File: src/rtl/gf_pkg.sv
// +----------------------------------------------------------------------------+
// | gf_pkg                                                                      |
// | GF(2^m) field constants and arithmetic helpers for the RS decoder.          |
// | Revision: 1.0                                                               |
// +----------------------------------------------------------------------------+
`default_nettype none

package gf_pkg;

   localparam int                  SYMB_WIDTH = 8;
   localparam int                  T_LEN      = 8;
   localparam logic [SYMB_WIDTH:0] PRIM_POLY  = 9'h11D;
   localparam int                  GF_ORDER   = (1 << SYMB_WIDTH) - 1;

   typedef enum logic [0:0] {
      ST_IDLE   = 1'b0,
      ST_SEARCH = 1'b1
   } chien_state_t;

   function automatic logic [SYMB_WIDTH-1:0] gf_mult(input logic [SYMB_WIDTH-1:0] a,
                                                     input logic [SYMB_WIDTH-1:0] b);
      logic [SYMB_WIDTH-1:0] acc;
      logic [SYMB_WIDTH-1:0] sh;
      acc = '0;
      sh  = a;
      for (int i = 0; i < SYMB_WIDTH; i++) begin
         if (b[i]) acc = acc ^ sh;
         if (sh[SYMB_WIDTH-1]) sh = {sh[SYMB_WIDTH-2:0], 1'b0} ^ PRIM_POLY[SYMB_WIDTH-1:0];
         else                  sh = {sh[SYMB_WIDTH-2:0], 1'b0};
      end
      return acc;
   endfunction

   // Exponent is reduced mod 2^m-1 first, so negative exponents give inverses.
   function automatic logic [SYMB_WIDTH-1:0] gf_alpha_pow(input int e);
      int                    r;
      logic [SYMB_WIDTH-1:0] p;
      logic [SYMB_WIDTH-1:0] alpha;
      r = e % GF_ORDER;
      if (r < 0) r = r + GF_ORDER;
      alpha = {{(SYMB_WIDTH-2){1'b0}}, 2'b10};
      p     = {{(SYMB_WIDTH-1){1'b0}}, 1'b1};
      for (int i = 0; i < GF_ORDER; i++) begin
         if (i < r) p = gf_mult(p, alpha);
      end
      return p;
   endfunction

endpackage

`default_nettype wire

File: src/rtl/gf_poly_eval.sv
// +----------------------------------------------------------------------------+
// | gf_poly_eval                                                                |
// | Combinational Horner evaluation of a GF(2^m) polynomial at one point.       |
// | Revision: 1.0                                                               |
// +----------------------------------------------------------------------------+
`default_nettype none

module gf_poly_eval #(
   parameter int T_LEN      = gf_pkg::T_LEN,
   parameter int SYMB_WIDTH = gf_pkg::SYMB_WIDTH
) (
   input  logic [T_LEN:0][SYMB_WIDTH-1:0] coeff_i,
   input  logic [SYMB_WIDTH-1:0]          x_i,
   output logic [SYMB_WIDTH-1:0]          val_o
);

   logic [SYMB_WIDTH-1:0] w_acc;

   always_comb begin
      w_acc = coeff_i[T_LEN];
      for (int i = T_LEN - 1; i >= 0; i--) begin
         w_acc = gf_pkg::gf_mult(w_acc, x_i) ^ coeff_i[i];
      end
      val_o = w_acc;
   end

endmodule

`default_nettype wire

File: src/rtl/rs_chien_seq.sv
// +----------------------------------------------------------------------------+
// | rs_chien_seq                                                                |
// | Sequential Chien search: sweeps all codeword positions, P roots per beat,   |
// | streaming error flags plus root count / failure on the last beat.           |
// | Revision: 1.0                                                               |
// +----------------------------------------------------------------------------+
`default_nettype none

module rs_chien_seq #(
   parameter int ROOTS_PER_CYCLE = 8,
   parameter int N_LEN           = 255,
   parameter int T_LEN           = gf_pkg::T_LEN,
   parameter int SYMB_WIDTH      = gf_pkg::SYMB_WIDTH
) (
   input  logic                           clk,
   input  logic                           rstn,
   input  logic                           s_valid,
   output logic                           s_ready,
   input  logic [T_LEN:0][SYMB_WIDTH-1:0] error_locator,
   output logic                           m_valid,
   input  logic                           m_ready,
   output logic                           m_sop,
   output logic                           m_eop,
   output logic [ROOTS_PER_CYCLE-1:0]     error_bit_pos,
   output logic [$clog2(N_LEN+1)-1:0]     err_cnt,
   output logic                           fail
);

   localparam int c_NB         = (N_LEN + ROOTS_PER_CYCLE - 1) / ROOTS_PER_CYCLE;
   localparam int c_BW         = (c_NB > 1) ? $clog2(c_NB) : 1;
   localparam int c_CW         = $clog2(N_LEN + 1);
   localparam int c_LAST_LANES = N_LEN - (c_NB - 1) * ROOTS_PER_CYCLE;
   localparam logic [c_BW-1:0]       c_LAST_BEAT = c_BW'(c_NB - 1);
   localparam logic [SYMB_WIDTH-1:0] c_STEP      = gf_pkg::gf_alpha_pow(-ROOTS_PER_CYCLE);

   gf_pkg::chien_state_t              state_q;
   logic                              s_ready_q;
   logic [T_LEN:0][SYMB_WIDTH-1:0]    lambda_q;
   logic [c_CW-1:0]                   deg_q;
   logic [c_BW-1:0]                   beat_q;
   logic [c_CW-1:0]                   cnt_q;
   logic                              m_valid_q;
   logic                              m_sop_q;
   logic                              m_eop_q;
   logic [ROOTS_PER_CYCLE-1:0]        bits_q;
   logic [c_CW-1:0]                   err_cnt_q;
   logic                              fail_q;

   logic                              w_accept;
   logic                              w_fire;
   logic                              w_last;
   logic [ROOTS_PER_CYCLE-1:0]        w_hit;
   logic [c_CW-1:0]                   w_pop;
   logic [c_CW-1:0]                   w_cnt_sum;

   function automatic logic [c_CW-1:0] f_degree(input logic [T_LEN:0][SYMB_WIDTH-1:0] p);
      logic [c_CW-1:0] d;
      d = '0;
      for (int i = 0; i <= T_LEN; i++) begin
         if (p[i] != '0) d = c_CW'(i);
      end
      return d;
   endfunction

   assign w_accept = s_valid && s_ready_q;
   assign w_fire   = (state_q == gf_pkg::ST_SEARCH) && (!m_valid_q || m_ready);
   assign w_last   = (beat_q == c_LAST_BEAT);

   // Lane k holds alpha^-(b*P+k) for the current beat b.
   for (genvar k = 0; k < ROOTS_PER_CYCLE; k++) begin : g_lane
      localparam logic [SYMB_WIDTH-1:0] c_SEED = gf_pkg::gf_alpha_pow(-k);
      logic [SYMB_WIDTH-1:0] x_q;
      logic [SYMB_WIDTH-1:0] w_val;

      always_ff @(posedge clk or negedge rstn) begin
         if (!rstn)         x_q <= '0;
         else if (w_accept) x_q <= c_SEED;
         else if (w_fire)   x_q <= gf_pkg::gf_mult(x_q, c_STEP);
      end

      gf_poly_eval #(
         .T_LEN      (T_LEN),
         .SYMB_WIDTH (SYMB_WIDTH)
      ) u_eval (
         .coeff_i (lambda_q),
         .x_i     (x_q),
         .val_o   (w_val)
      );

      assign w_hit[k] = (w_val == '0) && (!w_last || (k < c_LAST_LANES));
   end

   always_comb begin
      w_pop = '0;
      for (int k = 0; k < ROOTS_PER_CYCLE; k++) begin
         w_pop = w_pop + c_CW'(w_hit[k]);
      end
      w_cnt_sum = cnt_q + w_pop;
   end

   always_ff @(posedge clk or negedge rstn) begin
      if (!rstn) begin
         state_q   <= gf_pkg::ST_IDLE;
         s_ready_q <= 1'b1;
         lambda_q  <= '0;
         deg_q     <= '0;
         beat_q    <= '0;
         cnt_q     <= '0;
         m_valid_q <= 1'b0;
         m_sop_q   <= 1'b0;
         m_eop_q   <= 1'b0;
         bits_q    <= '0;
         err_cnt_q <= '0;
         fail_q    <= 1'b0;
      end else begin
         case (state_q)
            gf_pkg::ST_IDLE: begin
               // Last beat drains here; only then may a new locator be taken.
               if (m_valid_q && m_ready) begin
                  m_valid_q <= 1'b0;
                  m_sop_q   <= 1'b0;
                  m_eop_q   <= 1'b0;
                  bits_q    <= '0;
                  err_cnt_q <= '0;
                  fail_q    <= 1'b0;
                  s_ready_q <= 1'b1;
               end
               if (w_accept) begin
                  state_q   <= gf_pkg::ST_SEARCH;
                  s_ready_q <= 1'b0;
                  lambda_q  <= error_locator;
                  deg_q     <= f_degree(error_locator);
                  beat_q    <= '0;
                  cnt_q     <= '0;
               end
            end
            gf_pkg::ST_SEARCH: begin
               if (w_fire) begin
                  m_valid_q <= 1'b1;
                  m_sop_q   <= (beat_q == '0);
                  m_eop_q   <= w_last;
                  bits_q    <= w_hit;
                  cnt_q     <= w_cnt_sum;
                  beat_q    <= beat_q + 1'b1;
                  if (w_last) begin
                     err_cnt_q <= w_cnt_sum;
                     fail_q    <= (w_cnt_sum != deg_q) || (lambda_q[0] == '0);
                     state_q   <= gf_pkg::ST_IDLE;
                  end else begin
                     err_cnt_q <= '0;
                     fail_q    <= 1'b0;
                  end
               end
            end
            default: state_q <= gf_pkg::ST_IDLE;
         endcase
      end
   end

   assign s_ready       = s_ready_q;
   assign m_valid       = m_valid_q;
   assign m_sop         = m_sop_q;
   assign m_eop         = m_eop_q;
   assign error_bit_pos = bits_q;
   assign err_cnt       = err_cnt_q;
   assign fail          = fail_q;

endmodule

`default_nettype wire

File: config.mk
export PLATFORM = sky130hd
export DESIGN_NAME = rs_chien_seq
export DESIGN_NICKNAME = d
export VERILOG_FILES = /design/src/rtl/gf_pkg.sv /design/src/rtl/gf_poly_eval.sv /design/src/rtl/rs_chien_seq.sv
export SDC_FILE = /design/constraint.sdc
export NUM_CORES = 2
export LEC_CHECK = 0
export CAP_MARGIN = 20
export CORE_MARGIN = 5
export CORE_UTILIZATION = 65
export DETAILED_ROUTE_END_ITERATION = 16
export PLACE_DENSITY_LB_ADDON = 0.3
export SYNTH_ARGS = -nofsm -noshare
export SYNTH_HDL_FRONTEND = slang
export SYNTH_SLANG_ARGS = --single-unit
export TNS_END_PERCENT = 20
File: constraint.sdc
create_clock -name clk -period 22.5 [get_ports clk]
set_input_delay 4.5 -clock clk [delete_from_list [all_inputs] [get_ports clk]]
set_output_delay 4.5 -clock clk [all_outputs]
set_load 0.05 [all_outputs]
==> impl_summary.txt <==
----------------------------------------------------
[Status]
  Run status ... completed

[Worst setup path]
  Destination of the worst register-to-register timing path ... fail$_DFFE_PN0P_
  Flop-to-flop setup slack ... 0.91 ns
  Type of the worst setup path ... reg -> reg
  Reg-to-Reg Start ... lambda_q[70]$_DFFE_PN0P_
  Largest stage delay, worst path ... 0.89 ns
  Critical path destination ... fail$_DFFE_PN0P_
  Largest fanout on the critical path ... 30
  Number of cells on the worst reg-to-reg path ... 62
  Standard cell with the maximum stage delay on the critical path ... dfrtp_2
  Type of origin of the critical path ... register
  Nature of the critical path endpoint ... register
  Startpoint of the worst setup timing path ... lambda_q[70]$_DFFE_PN0P_
  Required time of the critical path ... 22.92 ns
  Critical path data arrival time ... 22.01 ns
  Most frequent cell on the critical path ... xnor3_1

[Cells and area]
  Share of post-route cells with drive strength above 1 ... 7.95%
  Final core occ ... 67.0%
  # nets final ... 11.7k
  Layout overhead on the synthesized area ... 2.62%

[Clocking]
  Worst-case clock buffer depth ... 2
  Post-cts resize count ... 0
  Reg clk slew, reported paths ... 0.08 ns
  Count of hold-fix buffers inserted at cts ... 0
  TritonCTS clock tree ... built
  H-tree depth reported by CTS ... 4
  Clock buffers created by TritonCTS ... 17
  Clock net sink count ... 175
  Root Buffer ... clkbuf_16
  Latest clock arrival within the worst-skew pair ... 0.54 ns
  Number of buffers inserted by post-CTS setup repair ... 0

[Drt]
  Mean number of vias per cell ... 6.59
  DRC violations left ... 0
  Post-route ant nets ... 0
  Drt pass-1 iters ... 9
  Vias ... 90.2k
  Number of design-rule violations left by the first detailed-router iteration ... 11.9k
  Average wire per cell in the routed design ... 26.5 µm
  Total detailed-routing wirelength ... 362,000 µm

[Floorplan]
  DIE WIDTH ... 398 µm
  Starting utilization of the core area ... 65.3%
  Die outline area ... 158,000 µm²
  I/O pins ... 97
  Std-Cell Core Area ... 150,000 µm²
  Row count ... 142
  Die extent in y ... 398 µm

[Synth]
  Yosys warning total ... 0
  Count leader, synth ... nand2_1
  EDFF count, synth ... 0
  Top cell type by total area after synthesis ... xnor2_1
  Most frequent cells after synthesis ... 2,795 x nand2_1, 2,375 x xnor2_1, 1,091 x nor2_1
  Post-synthesis cell area ... 97,800 µm²
  Syn Nets ... 12.2k
  Distinct cell type count of the synthesized netlist ... 119
  Share of the synthesized area in the top cell type ... 21.3%
  Leading post-synthesis cells by cell area ... xnor2_1 21%, xnor3_1 18%, nand2_1 11%
  Post-synthesis sequential area ratio ... 4.48%
  Synth async-reset ratio ... 100%
  Mean post-synth cell area ... 8.06 µm²
  Number of flip-flops and latches in the synthesized netlist ... 175
  Gate count after technology mapping ... 12.1k
  Synth Flop Type ... dfrtp_1

[Placement]
  Placed wire-length estimate ... 247,000 µm
  Routability congestion estimate ... 0.996
  Worst setup slack before clock tree synthesis ... 1.40 ns
  Quantity of I/O buffers inserted on ports ... 96

[Hold path]
  Launch instance of the worst min-delay path ... lambda_q[4]$_DFFE_PN0P_
  Type of the most critical hold path ... reg -> reg

[Timing]
  Worst Tran Pin Value ... 1.25 ns
  Setup TNS ... 0 ns
  Final setup violation count ... 0
  Shortest period the worst path allows ... 21.59 ns
  Layout Skew ... 0.0299 ns
  Worst hold slack across all endpoints ... 0.481 ns
  Relative slew slack ... 16.4%
  Final hold violation count ... 0
  Tcrit/Tclk final ... 96.0%
  Fin. max-slew vios ... 0
  Min setup slack post-route ... 0.910 ns
  Setup repair after global routing missed its margin ... false
  Maximum clock frequency ... 46.3 MHz

[Run]
  Max-cap violations ... 0

[Global route]
  Total Routing Usage GR ... 44.1%
  Wire length of the first global-routing pass ... 537,000 µm
  Vias in the first global route ... 86.8k
  Maximum number of pins on one net before global-route repair ... 71
  Antenna violations before repair ... 18
  GRT Residual Overflow ... 0

----------------------------------------------------
[through the flow]
step / cells / cell area, µm²
5_1_grt: 13700 / 100000
2_1_floorplan: 12100 / 97800
3_5_place_dp: 13600 / 99700
3_3_place_gp: 13600 / 99700
6_report: 13700 / 100000
4_1_cts: 13600 / 100000
[layout make-up]
| class | instances | area (µm²) |
|---|---|---|
| fillers | 12300 | 49400 |
| flip-flops and latches | 175 | 4460 |
| clock inverters | 14 | 164 |
| multi-input cells | 10900 | 89100 |
| inverters | 107 | 403 |
| clock buffers | 18 | 429 |
| diodes | 25 | 62.6 |
| repair buffers | 399 | 3260 |
| well taps | 2016 | 2520 |
[cells by family (layout without fill, tap and decap cells)]
kind of cell               after synthesis  after routing  share of synthesized area [%]
adders and majority gates               14             14                          0.217
and+or+nand+nor                       4601           4601                           19.2
DFF                                    175            175                           4.48
other                                    0             25                              0
muxes                                  270            270                           2.87
AOI/OAI and AO/OA                     1428           1428                           10.2
buffers and inverters                 1049            538                           4.53
xor gates and xnor gates              4608           4608                           58.4
[flip-flops by register name, summed over array words and instances, names as in the netlist]
register and flops:
state_q 1, s_ready 1, fail 1, m_sop 1
err_cnt 8, m_eop 1, m_valid 1, lambda_q 72
deg_q 4, beat_q 5, error_bit_pos 8, g_lane.x_q 64
cnt_q 8
[routing by layer]
metal  vias up  part of all wire (%)  wire (µm)  global-route usage, %
met5         -                 0.047        170                      0
met1     42800                    35     127000                   54.2
li1      39100                     -          -                      -
met3      1649                    14      52500                   13.6
met2      6677                    42     151000                   64.9
met4        26                   8.9      32200                   33.0
[cell usage in the layout (no fill, tap or decap), drive strengths merged, types with 29 or more instances in the layout]
master         instances
a211oi                67
a21oi                257
a221oi                65
a222oi                40
a22o                  29
a22oi                160
a31oi                 43
a32oi                 47
and2                  52
and3                  44
buf                  303
clkdlybuf4s50         95
clkinv                29
dfrtp                174
inv                   92
mux2                  71
mux2i                198
nand2               2796
nand2b                61
nand3                159
nor2                1096
nor3                 158
nor4                  38
o211ai                54
o21ai                317
o22ai                 53
or3                   80
xnor2               2584
xnor3                850
xor2                1020
xor3                 154
[worst max-delay path, delay by kind of cell (launching register included)]
family	cells	cell delay (ns)
simple gates	14	2.56
fa+ha+maj	5	2.32
compound gates	8	1.29
flops	1	0.89
xor+xnor	30	13.69
buf+inv	5	0.70
[worst min path at each step]
stage | slack, ns | to | depth (start not counted)
floorplan | 0.46 | cnt_q[1]$_DFFE_PN0P_ | 2
global placement | 0.46 | lambda_q[25]$_DFFE_PN0P_ | 2
detailed placement | 0.47 | lambda_q[4]$_DFFE_PN0P_ | 2
CTS | 0.49 | lambda_q[26]$_DFFE_PN0P_ | 2
global route | 0.52 | lambda_q[26]$_DFFE_PN0P_ | 2
finish | 0.48 | lambda_q[4]$_DFFE_PN0P_ | 2
Power is not shown: default switching activity piles up to over one toggle a cycle in this logic, so the estimate is an artifact.
